### src/rtl/wb_write_arb_if.sv
// Writeback arbiter bus: main-pipeline and multicycle-unit write requests,
// the registered register-file write port and the decode-stage pending lookup.
interface wb_write_arb_if;
    logic        pipe_valid;
    logic [4:0]  pipe_dst;
    logic [31:0] pipe_result;
    logic        md_valid;
    logic [4:0]  md_dst;
    logic [31:0] md_result;
    logic        md_ready;
    logic [4:0]  WB_Dst;
    logic [31:0] WB_Result;
    logic        RFWr;
    logic [4:0]  ID_rs;
    logic [4:0]  ID_rt;
    logic        pend_rs;
    logic        pend_rt;

    // The arbiter itself
    modport slave (
        input  pipe_valid, pipe_dst, pipe_result,
        input  md_valid, md_dst, md_result,
        output md_ready,
        output WB_Dst, WB_Result, RFWr,
        input  ID_rs, ID_rt,
        output pend_rs, pend_rt
    );

    // The pipeline / multicycle unit / decode side
    modport master (
        output pipe_valid, pipe_dst, pipe_result,
        output md_valid, md_dst, md_result,
        input  md_ready,
        input  WB_Dst, WB_Result, RFWr,
        output ID_rs, ID_rt,
        input  pend_rs, pend_rt
    );
endinterface

### src/rtl/wb_write_arb.sv
// Register-file writeback arbiter. Main-pipeline writes always win; results
// from the multicycle (mul/div) unit wait in a small FIFO and drain on idle
// cycles. A pipe write to the same register kills any older buffered result
// for it, and the pend_* outputs tell decode which sources are still in flight.
module wb_write_arb #(
    parameter int DEPTH = 2
) (
    input  logic           clk,
    input  logic           rst,
    wb_write_arb_if.slave  bus
);
    localparam int PW = (DEPTH > 1) ? $clog2(DEPTH) : 1;
    localparam int CW = $clog2(DEPTH + 1);
    localparam logic [PW-1:0] LAST_PTR = PW'(DEPTH - 1);
    localparam logic [CW-1:0] FULL     = CW'(DEPTH);

    logic [4:0]       fifo_dst [DEPTH];
    logic [31:0]      fifo_res [DEPTH];
    logic [DEPTH-1:0] fifo_live;
    logic [PW-1:0]    rd_ptr;
    logic [PW-1:0]    wr_ptr;
    logic [CW-1:0]    count;

    logic        rf_wr;
    logic [4:0]  wb_dst;
    logic [31:0] wb_result;

    logic pipe_req;
    logic enq;
    logic pop;
    logic pend_rs;
    logic pend_rt;

    function automatic logic [PW-1:0] next_ptr(input logic [PW-1:0] p);
        return (p == LAST_PTR) ? '0 : p + 1'b1;
    endfunction

    assign pipe_req     = bus.pipe_valid && (bus.pipe_dst != 5'd0);
    assign bus.md_ready = (count < FULL);
    assign enq          = bus.md_valid && bus.md_ready && (bus.md_dst != 5'd0);
    assign pop          = !pipe_req && (count != '0);

    assign bus.RFWr      = rf_wr;
    assign bus.WB_Dst    = wb_dst;
    assign bus.WB_Result = wb_result;
    assign bus.pend_rs   = pend_rs;
    assign bus.pend_rt   = pend_rt;

    // FIFO payload storage; validity is tracked by count and live bits, so no reset needed
    always_ff @(posedge clk) begin
        if (enq) begin
            fifo_dst[wr_ptr] <= bus.md_dst;
            fifo_res[wr_ptr] <= bus.md_result;
        end
    end

    // Live bits: squashed by a younger pipe write, cleared on pop, set on enqueue
    always_ff @(posedge clk or negedge rst) begin
        if (!rst) begin
            fifo_live <= '0;
        end else begin
            for (int i = 0; i < DEPTH; i++) begin
                if (pipe_req && (fifo_dst[i] == bus.pipe_dst)) begin
                    fifo_live[i] <= 1'b0;
                end
            end
            if (pop) begin
                fifo_live[rd_ptr] <= 1'b0;
            end
            if (enq) begin
                fifo_live[wr_ptr] <= 1'b1;
            end
        end
    end

    // Circular pointers and occupancy count
    always_ff @(posedge clk or negedge rst) begin
        if (!rst) begin
            rd_ptr <= '0;
            wr_ptr <= '0;
            count  <= '0;
        end else begin
            if (enq) begin
                wr_ptr <= next_ptr(wr_ptr);
            end
            if (pop) begin
                rd_ptr <= next_ptr(rd_ptr);
            end
            case ({enq, pop})
                2'b10:   count <= count + 1'b1;
                2'b01:   count <= count - 1'b1;
                default: count <= count;
            endcase
        end
    end

    // Registered write port: pipe first, then FIFO head, otherwise idle with data held
    always_ff @(posedge clk or negedge rst) begin
        if (!rst) begin
            rf_wr     <= 1'b0;
            wb_dst    <= 5'd0;
            wb_result <= 32'd0;
        end else if (pipe_req) begin
            rf_wr     <= 1'b1;
            wb_dst    <= bus.pipe_dst;
            wb_result <= bus.pipe_result;
        end else if (pop) begin
            rf_wr     <= fifo_live[rd_ptr];
            wb_dst    <= fifo_dst[rd_ptr];
            wb_result <= fifo_res[rd_ptr];
        end else begin
            rf_wr     <= 1'b0;
        end
    end

    // Decode hazard lookup against live buffered entries and the write in progress
    always_comb begin
        pend_rs = 1'b0;
        pend_rt = 1'b0;
        for (int i = 0; i < DEPTH; i++) begin
            if (fifo_live[i] && (fifo_dst[i] == bus.ID_rs)) pend_rs = 1'b1;
            if (fifo_live[i] && (fifo_dst[i] == bus.ID_rt)) pend_rt = 1'b1;
        end
        if (rf_wr && (wb_dst == bus.ID_rs)) pend_rs = 1'b1;
        if (rf_wr && (wb_dst == bus.ID_rt)) pend_rt = 1'b1;
        if (bus.ID_rs == 5'd0) pend_rs = 1'b0;
        if (bus.ID_rt == 5'd0) pend_rt = 1'b0;
    end
endmodule

### src/flat_wrapper.sv
// flat-port wrapper written by rule: the top's interface ports become plain ports
module wb_write_arb_flat 
#(
    parameter int DEPTH = 2
)
  (clk, rst, bus_pipe_valid, bus_pipe_dst, bus_pipe_result, bus_md_valid, bus_md_dst, bus_md_result, bus_md_ready, bus_WB_Dst, bus_WB_Result, bus_RFWr, bus_ID_rs, bus_ID_rt, bus_pend_rs, bus_pend_rt);
  wb_write_arb_if bus_i ();
  input  logic clk;
  input  logic rst;
  input wire logic [$bits(bus_i.pipe_valid)-1:0] bus_pipe_valid;
  input wire logic [$bits(bus_i.pipe_dst)-1:0] bus_pipe_dst;
  input wire logic [$bits(bus_i.pipe_result)-1:0] bus_pipe_result;
  input wire logic [$bits(bus_i.md_valid)-1:0] bus_md_valid;
  input wire logic [$bits(bus_i.md_dst)-1:0] bus_md_dst;
  input wire logic [$bits(bus_i.md_result)-1:0] bus_md_result;
  output wire logic [$bits(bus_i.md_ready)-1:0] bus_md_ready;
  output wire logic [$bits(bus_i.WB_Dst)-1:0] bus_WB_Dst;
  output wire logic [$bits(bus_i.WB_Result)-1:0] bus_WB_Result;
  output wire logic [$bits(bus_i.RFWr)-1:0] bus_RFWr;
  input wire logic [$bits(bus_i.ID_rs)-1:0] bus_ID_rs;
  input wire logic [$bits(bus_i.ID_rt)-1:0] bus_ID_rt;
  output wire logic [$bits(bus_i.pend_rs)-1:0] bus_pend_rs;
  output wire logic [$bits(bus_i.pend_rt)-1:0] bus_pend_rt;
  assign bus_i.pipe_valid = bus_pipe_valid;
  assign bus_i.pipe_dst = bus_pipe_dst;
  assign bus_i.pipe_result = bus_pipe_result;
  assign bus_i.md_valid = bus_md_valid;
  assign bus_i.md_dst = bus_md_dst;
  assign bus_i.md_result = bus_md_result;
  assign bus_md_ready = bus_i.md_ready;
  assign bus_WB_Dst = bus_i.WB_Dst;
  assign bus_WB_Result = bus_i.WB_Result;
  assign bus_RFWr = bus_i.RFWr;
  assign bus_i.ID_rs = bus_ID_rs;
  assign bus_i.ID_rt = bus_ID_rt;
  assign bus_pend_rs = bus_i.pend_rs;
  assign bus_pend_rt = bus_i.pend_rt;
  wb_write_arb #(.DEPTH(DEPTH)) u_core (.clk(clk), .rst(rst), .bus(bus_i));
endmodule
### config.mk
export PLATFORM = sky130hd
export DESIGN_NAME = wb_write_arb_flat
export DESIGN_NICKNAME = d
export VERILOG_FILES = /design/src/rtl/wb_write_arb_if.sv /design/src/rtl/wb_write_arb.sv /design/src/flat_wrapper.sv
export SDC_FILE = /design/constraint.sdc
export NUM_CORES = 1
export LEC_CHECK = 0
export ABC_AREA = 1
export BUFFER_PORTS_ARGS = -buffer_cell sky130_fd_sc_hd__buf_4
export CELL_PAD_IN_SITES_DETAIL_PLACEMENT = 0
export CELL_PAD_IN_SITES_GLOBAL_PLACEMENT = 2
export CORE_MARGIN = 2
export CORE_UTILIZATION = 34
export CTS_BUF_LIST = sky130_fd_sc_hd__clkbuf_4 sky130_fd_sc_hd__clkbuf_8 sky130_fd_sc_hd__clkbuf_16
export CTS_CLUSTER_DIAMETER = 120
export CTS_CLUSTER_SIZE = 30
export DETAILED_ROUTE_END_ITERATION = 6
export PLACE_DENSITY = 0.85
export SYNTH_ARGS = -nofsm -noshare
export SYNTH_HDL_FRONTEND = slang
export SYNTH_SLANG_ARGS = --single-unit
### constraint.sdc
create_clock -name clk -period 5.1 [get_ports clk]
set_input_delay 0.51 -clock clk [delete_from_list [all_inputs] [get_ports clk]]
set_output_delay 0.51 -clock clk [all_outputs]
set_load 0.005 [all_outputs]
==> results_dict.tcl, run 1 <==
set metrics [dict create \
    outcome "finished, final reports clean" \
    ys_top_cells_by_area "edfxtp_1 41%, dfrtp_1 20%, nand2_1 17%" \
    overflow 0 \
    htree_levels 4 \
    yosys.area.top_type_share 0.4102 \
    crit_arrival_ns 2.71 \
    fin_crit_sh 0.4771 \
    antenna_cells 0 \
    critPathLaunchType "primary input" \
    syn_area_sq_mm 0.005418 \
    worst_setup_path_end_kind "flop" \
    drive_gt1_frac 0.2333 \
    ios 129 \
    num_vias 4337 \
    min_path_type "primary input to async pin" \
    drt_iter0_drc 211 \
    r2r-start "u_core.count[1]$_DFFE_PN0P_" \
    ant_nets 0 \
    synth.ff_latch_count 118 \
    start_util 0.3448 \
    path_max_fanout 45 \
    yosysTopAreaCell "edfxtp_1" \
    fmax_mhz 411.0 \
    fin_crit_ns 2.433 \
    cts_root_buf "clkbuf_16" \
    drt_first_pass_iters 4 \
    post_cts_resize_count 0 \
    stdcell_area_sq_mm 0.007138 \
    first_global_vias 4292 \
    synth_edf_count 74 \
    utilization 0.4543 \
    die_w_um 130.2 \
    grt_use_total 0.1748 \
    wl_met1_um 6078 \
    crit_path_max_incr_delay_ns 0.44 \
    cts.path.max_buffers 2 \
    p_per_area_mw_per_mm2 517.0 \
    grt_setup_unrepaired "false" \
    setup_viol 0 \
    avgSynthCellArea_sq_um 9.136 \
    n_fill_cell 1537 \
    clk_transition_reported_paths_ns 0.06 \
    dieArea_sq_mm 0.01696 \
    antenna_found_initial 0 \
    clkSinkCount 118 \
    grt_pass1_wl_um 22290 \
    coreArea_sq_mm 0.01571 \
    dr_wl_met2_um 7220 \
    fin_setup_tns_ns 0 \
    synth_cell_types 24 \
    crit_path_top_delay_cell "inv_2" \
    startpoint "bus_pipe_dst[1]" \
    dp_hpwl_um 9960 \
    yosysMostFrequentCell "nand2_1" \
    finalClockSkew_ns 0.008183 \
    critical_path.endpoint "u_core.count[1]$_DFFE_PN0P_" \
    netlist_instances 593 \
    area_delta_synth_final_pct 31.76 \
    leakagePower_nw 3.259 \
    synth_flop_cell "edfxtp_1" \
    rows 46 \
    placed_cell_area_sq_mm 0.006528 \
    nets 809 \
    worstPathCellList "buf_4, nor2_1, nand3_2, nand2_4, inv_2, nor2_2, ha_1, a21oi_1, o21ai_0, xor2_1" \
    crit_required_ns 5.37 \
    drc_errors 0 \
    numCtsBuffers 17 \
    slew_headroom 0.2359 \
    drv_cap 0 \
    dieHeight_um 130.2 \
    ir_worst_vdd_mv 0.2085 \
    grt_start_max_net_pins 46 \
    place_congestion 0.8430 \
    synthTopCellsByCount "248 x nand2_1, 74 x edfxtp_1, 53 x nor2_1, 47 x nand3_1, 44 x dfrtp_1" \
    tightest_slew_ns 1.143 \
    io_buffers 128 \
    yosysSeqAreaShare 0.6134 \
    rrSetupSlack_ns 2.91 \
    vias_per_cell 4.570 \
    finalHoldViolations 0 \
    highest_layer "met4" \
    cts_setup_buffers 0 \
    r2r-end "u_core.count[1]$_DFFE_PN0P_" \
    yosysWarnings 0 \
    r2r_cells 8 \
    synth_nets 682 \
    wl_per_cell_um 15.13 \
    hold_buffers 0 \
    slew_violations 0 \
    insertion_delay_ns 0.40 \
    dr_wl_met3_um 910 \
    cts_tree "built" \
    wirelength_um 14360 \
    criticalPathCategory "primary input to flop" \
    async_flop_share 0.3729 \
]
## cell usage in the layout (no fill, tap or decap), drive strengths merged
cell type,synthesis,layout
a21oi,19,19
buf,19,130
bufinv,0,3
clkbuf,3,23
clkinv,0,3
clkinvlp,0,3
dfrtp,44,44
edfxtp,74,74
ha,1,1
inv,36,36
nand2,250,250
nand3,48,48
nand4,1,1
nor2,54,54
nor3,3,3
o211ai,12,12
o21ai,17,17
xnor2,9,9
xor2,3,3
## power breakdown
part,switching (mW),internal [mW]
Sequential,0.146,1.28
Clock,0.394,0.812
Combinational,0.630,0.426
## state kept, by name, indices dropped and copies added (netlist names)
register / flops
u_core.wr_ptr: 1
u_core.bus.WB_Result: 32
u_core.count: 2
u_core.rd_ptr: 1
u_core.fifo_res: 64
u_core.fifo_live: 2
u_core.bus.RFWr: 1
u_core.fifo_dst: 10
u_core.bus.WB_Dst: 5
## metrics by stage
stage	instances	worst slack (ns)	total power, mW	hold WS [ns]
2_1_floorplan	593	2.350	2.054	0.2144
3_3_place_gp	917	2.320	2.504	0.4713
3_5_place_dp	917	2.200	2.525	0.4712
4_1_cts	949	2.628	3.745	0.1514
5_1_grt	949	2.458	3.924	0.1762
6_report	949	2.667	3.691	0.1385
## layout make-up
cell class | instances | area [sq um] | share of cell area
well taps | 216 | 270.3 | 0.03786
repair buffers | 130 | 975.9 | 0.1367
clock inverters | 9 | 127.6 | 0.01788
flip-flops and latches | 118 | 3323 | 0.4656
inverters | 36 | 137.6 | 0.01928
clock buffers | 23 | 483.0 | 0.06766
multi-input cells | 417 | 1821 | 0.2550
## critical path: cells and delay by family
family / cells / cell delay, ns
AND/OR/NAND/NOR: 4 / 0.88
buffers and inverters: 2 / 0.58
adder cells (fa/ha/maj): 1 / 0.28
AO/OA/AOI/OAI: 2 / 0.26
XOR/XNOR: 1 / 0.15
## logic make-up (layout without fill, tap and decap cells)
group	count (synthesis)	after routing	share of synthesized area
flip-flops	118	118	0.6134
AO/OA/AOI/OAI	48	48	0.04988
buffers and inverters	58	198	0.05196
adder cells (fa/ha/maj)	1	1	0.002309
AND/OR/NAND/NOR	356	356	0.2630
XOR/XNOR	12	12	0.01940
## metal layers
| layer | track usage | vias to the layer above |
|---|---|---|
| met3 | 0.04920 | 10 |
| li1 | - | 2189 |
| met1 | 0.2139 | 2014 |
| met2 | 0.2997 | 124 |
| met5 | 0 | - |
| met4 | 0.05629 | 0 |
## how the worst min path moves through the flow
stage                                               startpoint                              endpoint  slack (ns)  cells after the start
final                                                      rst   u_core.bus.WB_Result[4]$_DFFE_PN0P_        0.14                      1
after global routing                                       rst      u_core.bus.WB_Dst[4]$_DFFE_PN0P_        0.18                      1
after CTS                                                  rst   u_core.bus.WB_Result[1]$_DFFE_PN0P_        0.15                      1
after detailed placement  u_core.bus.WB_Result[27]$_DFFE_PN0P_  u_core.bus.WB_Result[27]$_DFFE_PN0P_        0.47                      2
after global placement    u_core.bus.WB_Result[22]$_DFFE_PN0P_  u_core.bus.WB_Result[22]$_DFFE_PN0P_        0.47                      2
after floorplan                                            rst             u_core.bus.RFWr$_DFF_PN0_        0.21                      0
Power figures use the tool's default switching activity.
==> run 2, diff against run 1 <==
--- a/config.mk
+++ b/config.mk
@@ -5,17 +5,17 @@
 export SDC_FILE = /design/constraint.sdc
 export NUM_CORES = 1
 export LEC_CHECK = 0
-export ABC_AREA = 1
+export ABC_AREA = 0
 export BUFFER_PORTS_ARGS = -buffer_cell sky130_fd_sc_hd__buf_4
 export CELL_PAD_IN_SITES_DETAIL_PLACEMENT = 0
 export CELL_PAD_IN_SITES_GLOBAL_PLACEMENT = 2
 export CORE_MARGIN = 2
-export CORE_UTILIZATION = 34
+export CORE_UTILIZATION = 31
 export CTS_BUF_LIST = sky130_fd_sc_hd__clkbuf_4 sky130_fd_sc_hd__clkbuf_8 sky130_fd_sc_hd__clkbuf_16
 export CTS_CLUSTER_DIAMETER = 120
 export CTS_CLUSTER_SIZE = 30
 export DETAILED_ROUTE_END_ITERATION = 6
-export PLACE_DENSITY = 0.85
+export PLACE_DENSITY = 0.76
 export SYNTH_ARGS = -nofsm -noshare
 export SYNTH_HDL_FRONTEND = slang
 export SYNTH_SLANG_ARGS = --single-unit
==> constraint.sdc (replaced) <==
create_clock -name clk -period 2 [get_ports clk]
set_input_delay 0.2 -clock clk [delete_from_list [all_inputs] [get_ports clk]]
set_output_delay 0.2 -clock clk [all_outputs]
set_load 0.005 [all_outputs]
==> run 2 against run 1 <==
Effect of this change:
- worst hold slack got worse by 0.12 ns
- die area increased by 2.0%
- sequential cell count did not move
- routed wire length fell by 3.5%
- clock skew up 0.0020 ns
- critical path type is now flop to output pin
==> results_dict.tcl, run 2 <==
set metrics [dict create \
    dp.cells 727 \
    first_global_vias 4047 \
    yosysTopAreaCell "edfxtp_1" \
    final_cell_mix "154 x buf_4, 74 x edfxtp_1, 50 x dlygate4sd3_1" \
    grt_use_total 0.1615 \
    ir_worst_vdd_mv 0.8767 \
    clkSinkCount 118 \
    numCtsBuffers 17 \
    drt_first_pass_iters 4 \
    layout.area.seq_sq_mm 0.003327 \
    largest_reg_flops 64 \
    antenna_found_initial 1 \
    crit_arrival_ns 1.77 \
    cts.path.max_buffers 2 \
    synth_flop_cell "edfxtp_1" \
    ant_nets 0 \
    cts_tree "built" \
    area_delta_synth_final_pct 51.48 \
    leakagePower_nw 3.106 \
    path_max_fanout 3 \
    seqPwrFrac 0.380 \
    top_register "u_core.fifo_res" \
    slew_violations 0 \
    wl_per_cell_um 16.73 \
    slew_headroom 0.5544 \
    finalClockSkew_ns 0.01020 \
    synthTopCellsByCount "74 x edfxtp_1, 44 x dfrtp_1, 39 x a21oi_1, 38 x nand2_1, 30 x xor2_1" \
    fin_crit_sh 0.9863 \
    multi_input_area_sq_mm 0.001644 \
    outcome "finished, final reports clean" \
    comb_power_share 0.313 \
    yosysSeqAreaShare 0.6589 \
    avgSynthCellArea_sq_um 12.90 \
    dieArea_sq_mm 0.01731 \
    stdcell_area_sq_mm 0.007640 \
    tightest_slew_ns 0.6684 \
    power_frac_clock 0.307 \
    nets 687 \
    rrSetupSlack_ns 0.15 \
    netlist_instances 391 \
    drive_gt1_frac 0.3388 \
    num_vias 3894 \
    crit_required_ns 1.80 \
    wirelength_um 13850 \
    finalHoldViolations 0 \
    stdcell_count 828 \
    rows 46 \
    die_w_um 131.6 \
    insertion_delay_ns 0.42 \
    start_util 0.3175 \
    synth_cell_types 34 \
    p_sw_mw 2.948 \
    grt_pass1_wl_um 21620 \
    setup_viol 0 \
    overflow 0 \
    place_congestion 0.8022 \
    cts_root_buf "clkbuf_16" \
    async_flop_share 0.3729 \
    dieHeight_um 131.6 \
    ys_top_cells_by_area "edfxtp_1 44%, dfrtp_1 22%, xor2_1 5.2%" \
    yosysWarnings 0 \
    yosys.area.top_type_share 0.4406 \
    htree_levels 4 \
    n_fill_cell 1462 \
    yosysMostFrequentCell "edfxtp_1" \
    ios 129 \
    fmax_mhz 506.9 \
    grt_start_max_net_pins 45 \
    swShare 0.3091 \
    criticalPathCategory "flop to output pin" \
    p_int_mw 6.588 \
    worst_setup_path_end_kind "output pin" \
    dp_hpwl_um 9268 \
    synth.ff_latch_count 118 \
    drc_errors 0 \
    critPathLaunchType "flop" \
    coreArea_sq_mm 0.01589 \
    vias_per_cell 4.703 \
    placed_cell_area_sq_mm 0.006346 \
    min_path_type "primary input to flop" \
    grt_setup_unrepaired "true" \
    p_per_area_mw_per_mm2 1248 \
    clk_transition_reported_paths_ns 0.05 \
    fin_crit_ns 1.973 \
    synth_nets 480 \
    synth_edf_count 74 \
    drt_iter0_drc 262 \
    io_buffers 128 \
    drv_cap 0 \
    syn_area_sq_mm 0.005044 \
    final_common_cell "buf_4" \
]
[run 2: path summary, 6_finish.rpt]
check | from | endpoint | depth (start not counted)
min in group asynchronous | rst | u_core.bus.WB_Dst[3]$_DFFE_PN0P_ | 2
worst max-delay path | u_core.fifo_dst[1][2]$_DFFE_PP_ | bus_pend_rs | 5
worst max register to register | u_core.count[1]$_DFFE_PN0P_ | u_core.fifo_res[0][5]$_DFFE_PP_ | 5
worst min-delay path | bus_pipe_result[20] | u_core.bus.WB_Result[20]$_DFFE_PN0P_ | 2
worst min register to register | u_core.fifo_res[1][22]$_DFFE_PP_ | u_core.bus.WB_Result[22]$_DFFE_PN0P_ | 1
max in group asynchronous | rst | u_core.bus.WB_Dst[0]$_DFFE_PN0P_ | 2
[run 2: stage by stage]
step / hold slack [ns] / util / setup TNS [ns] / total power [mW] / setup slack, ns
after detailed placement: 0.2824 / 0.3995 / 0 / 6.417 / 0.07130
after global routing: 0.006328 / 0.4809 / -0.1596 / 10.07 / -0.1066
after global placement: 0.2807 / 0.3995 / 0 / 6.364 / 0.1040
after CTS: 0.0002000 / 0.4718 / -0.004215 / 9.514 / -0.004215
final: 0.02086 / 0.4809 / 0 / 9.536 / 0.02739
after floorplan: -0.09559 / - / -7.638 / 5.080 / -0.1035
[run 2: repair_timing]
action	4_1_cts	5_1_grt
endpoints found under the setup margin	2	46
buffers inserted	8	8
hold buffers	50	0
pin swaps	4	8
gates cloned	0	3
gates resized for setup	4	4
endpoints found under the hold margin	130	0
[run 2: logic make-up (layout without fill, tap and decap cells)]
logic type / count (synthesis) / in the layout / share of synthesized area
buf+inv: 26 / 246 / 0.02505
simple gates: 102 / 102 / 0.09254
compound gates: 87 / 87 / 0.1188
fa+ha+maj: 1 / 1 / 0.002480
mux: 13 / 13 / 0.02580
flops: 118 / 118 / 0.6589
xor+xnor: 44 / 44 / 0.07641
other cells: 0 / 1 / 0
[run 2: critical path: stages (launching register included)]
cell and delay (ns):
edfxtp_1 0.45, xor2_1 0.18, nor4_1 0.31, nand3_1 0.14, a21oi_2 0.16, buf_4 0.12
[run 2: area by class of cell]
class / count / area share
diodes: 1 / 0.0003275
clock inverters: 13 / 0.01720
inverters: 3 / 0.001474
flip-flops and latches: 118 / 0.4355
multi-input cells: 247 / 0.2152
clock buffers: 19 / 0.05847
well taps: 216 / 0.03538
repair buffers: 211 / 0.2365
[run 2: power groups by stage]
| stage | registers, mW | logic [mW] | clock network (mW) |
|---|---|---|---|
| floorplan | 3.60 | 1.48 | 0 |
| global placement | 3.69 | 2.68 | 0 |
| detailed placement | 3.69 | 2.72 | 0 |
| CTS | 3.64 | 2.88 | 2.99 |
| global route | 3.69 | 3.29 | 3.10 |
| finish | 3.62 | 2.99 | 2.93 |
[run 2: per-layer routing]
layer  share of wire  global-route usage  vias up  wire length, um
met4           0.013             0.05435        0              180
met5               0                   0        -                0
met2            0.49              0.2641      133             6760
met3           0.063             0.05980       11              869
met1            0.44              0.1971     1872             6041
li1                -                   -     1878                -
==> run 3, diff against run 2 <==
--- a/config.mk
+++ b/config.mk
@@ -8,14 +8,14 @@
 export ABC_AREA = 0
 export BUFFER_PORTS_ARGS = -buffer_cell sky130_fd_sc_hd__buf_4
 export CELL_PAD_IN_SITES_DETAIL_PLACEMENT = 0
-export CELL_PAD_IN_SITES_GLOBAL_PLACEMENT = 2
+export CELL_PAD_IN_SITES_GLOBAL_PLACEMENT = 1
 export CORE_MARGIN = 2
-export CORE_UTILIZATION = 31
+export CORE_UTILIZATION = 38
 export CTS_BUF_LIST = sky130_fd_sc_hd__clkbuf_4 sky130_fd_sc_hd__clkbuf_8 sky130_fd_sc_hd__clkbuf_16
 export CTS_CLUSTER_DIAMETER = 120
 export CTS_CLUSTER_SIZE = 30
 export DETAILED_ROUTE_END_ITERATION = 6
-export PLACE_DENSITY = 0.76
+export PLACE_DENSITY = 0.77
 export SYNTH_ARGS = -nofsm -noshare
 export SYNTH_HDL_FRONTEND = slang
 export SYNTH_SLANG_ARGS = --single-unit
==> run 3 against run 2 <==
Effect of this change:
- design area down 2.8%
- sequential power up 1%
- first-iteration DRC count up 19%
- largest power group unchanged
- critical endpoint unchanged
- sequential cell count unchanged
- register-to-register slack better by 0.11 ns
- clock skew about the same
- maximum frequency down 0.44%
- non-clock buffer count down 11
- cell count down 6.0%
- global-route usage up 2.8 points
- setup slack worse by 0.0088 ns
==> results_dict.tcl, run 3 (synthesis results as in run 2) <==
set metrics [dict create \
    wl_per_cell_um 16.79 \
    path_max_fanout 3 \
    insertion_delay_ns 0.41 \
    cts_root_buf "clkbuf_16" \
    final_common_cell "buf_4" \
    start_util 0.3854 \
    fin_setup_tns_ns 0 \
    io_buffers 128 \
    worst_setup_path_end_kind "output pin" \
    crit_path_max_incr_delay_ns 0.45 \
    p_per_area_mw_per_mm2 1245 \
    finalClockSkew_ns 0.009728 \
    utilization 0.5673 \
    leakagePower_nw 3.032 \
    overflow 0 \
    fin_crit_ns 1.981 \
    largest_reg_flops 64 \
    p_int_mw 6.428 \
    top_register "u_core.fifo_res" \
    crit_arrival_ns 1.78 \
    rows 42 \
    antenna_cells 0 \
    cts_tree "built" \
    drt_first_pass_iters 4 \
    area_delta_synth_final_pct 47.18 \
    clkSinkCount 118 \
    crit_required_ns 1.80 \
    ios 129 \
    vias_per_cell 4.981 \
    tightest_slew_ns 0.7547 \
    ir_worst_vdd_mv 0.5356 \
    crit_buf_inv 1 \
    criticalPathCategory "flop to output pin" \
    antenna_found_initial 0 \
    final_cell_mix "151 x buf_4, 74 x edfxtp_1, 47 x dlygate4sd3_1" \
    grt_setup_unrepaired "true" \
    drc_errors 0 \
    numCtsBuffers 17 \
    outcome "finished, final reports clean" \
    grt_start_max_net_pins 48 \
    worstPathCellList "xor2_1, nor4_1, nand3_1, a21oi_2, buf_4" \
    dieArea_sq_mm 0.01421 \
    setup_viol 0 \
    min_path_type "primary input to flop" \
    htree_levels 4 \
    fmax_mhz 504.7 \
    wirelength_um 13070 \
    nets 678 \
    critical_path.endpoint "bus_pend_rs" \
    finalHoldViolations 0 \
    critPathTopFamily "simple AND/OR/NAND/NOR gates" \
    die_w_um 119.2 \
    cts.path.max_buffers 2 \
    seqPwrFrac 0.396 \
    num_vias 3875 \
    slew_headroom 0.4963 \
    swShare 0.3045 \
    cp.depth 5 \
    coreArea_sq_mm 0.01309 \
    r2r-start "u_core.count[1]$_DFFE_PN0P_" \
    rrSetupSlack_ns 0.26 \
    slew_violations 0 \
    power_frac_clock 0.300 \
    comb_power_share 0.304 \
    r2r-end "u_core.bus.WB_Result[16]$_DFFE_PN0P_" \
    ant_nets 0 \
    drv_cap 0 \
    r2r_cells 5 \
    crit_path_top_delay_cell "edfxtp_1" \
    startpoint "u_core.fifo_dst[1][2]$_DFFE_PP_" \
    grt_use_total 0.1897 \
    fin_crit_sh 0.9907 \
    drt_iter0_drc 313 \
    dieHeight_um 119.2 \
    first_global_vias 4032 \
    place_congestion 0.8535 \
    n_fill_cell 1080 \
    p_sw_mw 2.815 \
    clk_transition_reported_paths_ns 0.05 \
    drive_gt1_frac 0.3322 \
    dp_hpwl_um 8290 \
    grt_pass1_wl_um 20580 \
    critPathLaunchType "flop" \
]
==> run 3: area by class of cell <==
class / instances / area [sq um] / share of cell area
inverters: 3 / 11.26 / 0.001517
repair buffers: 200 / 1644 / 0.2215
flip-flops and latches: 118 / 3327 / 0.4482
multi-input cells: 249 / 1663 / 0.2240
well taps: 176 / 220.2 / 0.02966
clock inverters: 4 / 18.77 / 0.002528
clock buffers: 28 / 539.3 / 0.07264
==> run 3: stage by stage <==
step           total power, mW  setup WS, ns  hold WS, ns  area (sq um)  std cells
6_report                 9.243       0.01861      0.01405          7423        778
5_1_grt                  9.755      -0.06680      0.01045          7423        778
4_1_cts                  9.241     0.0008548     0.001942          7333        769
3_5_place_dp             6.328      -0.01622       0.2522          6261        684
3_3_place_gp             6.264       0.05375       0.2453          6261        684
2_1_floorplan            5.080       -0.1035     -0.09559          5049        391
==> run 3: worst min path at each step <==
| stage | endpoint | cells past startpoint | from |
|---|---|---|---|
| CTS | u_core.bus.WB_Result[22]$_DFFE_PN0P_ | 2 | bus_pipe_result[22] |
| finish | u_core.bus.WB_Result[22]$_DFFE_PN0P_ | 2 | bus_pipe_result[22] |
| floorplan | u_core.bus.RFWr$_DFF_PN0_ | 0 | rst |
| global route | u_core.bus.WB_Result[9]$_DFFE_PN0P_ | 2 | bus_pipe_result[9] |
| global placement | u_core.bus.WB_Result[20]$_DFFE_PN0P_ | 1 | rst |
| detailed placement | u_core.bus.WB_Result[22]$_DFFE_PN0P_ | 1 | rst |
==> run 3: power groups by stage <==
| stage | Combinational, mW | Sequential, mW | Clock, mW |
|---|---|---|---|
| final | 2.81 | 3.66 | 2.77 |
| after floorplan | 1.48 | 3.60 | 0 |
| after global placement | 2.59 | 3.68 | 0 |
| after CTS | 2.76 | 3.66 | 2.82 |
| after detailed placement | 2.63 | 3.70 | 0 |
| after global routing | 3.10 | 3.72 | 2.93 |
==> run 3: layer usage <==
metal | track usage | wire, um | vias to the layer above
met5 | 0 | 0 | -
met4 | 0.08705 | 168 | 0
met3 | 0.04167 | 755 | 14
met2 | 0.3348 | 6899 | 132
met1 | 0.2195 | 5241 | 1872
li1 | - | - | 1857
==> run 3: timing repair <==
item | CTS | global route
setup buffers | 5 | 8
gates cloned | 1 | 1
pin swaps | 2 | 11
hold buffers | 47 | 0
endpoints found under the setup margin | 39 | 57
endpoints found under the hold margin | 127 | 0
gates resized for setup | 1 | 7
==> run 3: worst register-to-register path, stage by stage, from the launching register on <==
cell	delay [ns]
dfrtp_1	0.38
buf_4	0.15
or2_2	0.52
nand3_1	0.19
a21oi_1	0.11
a221o_1	0.28
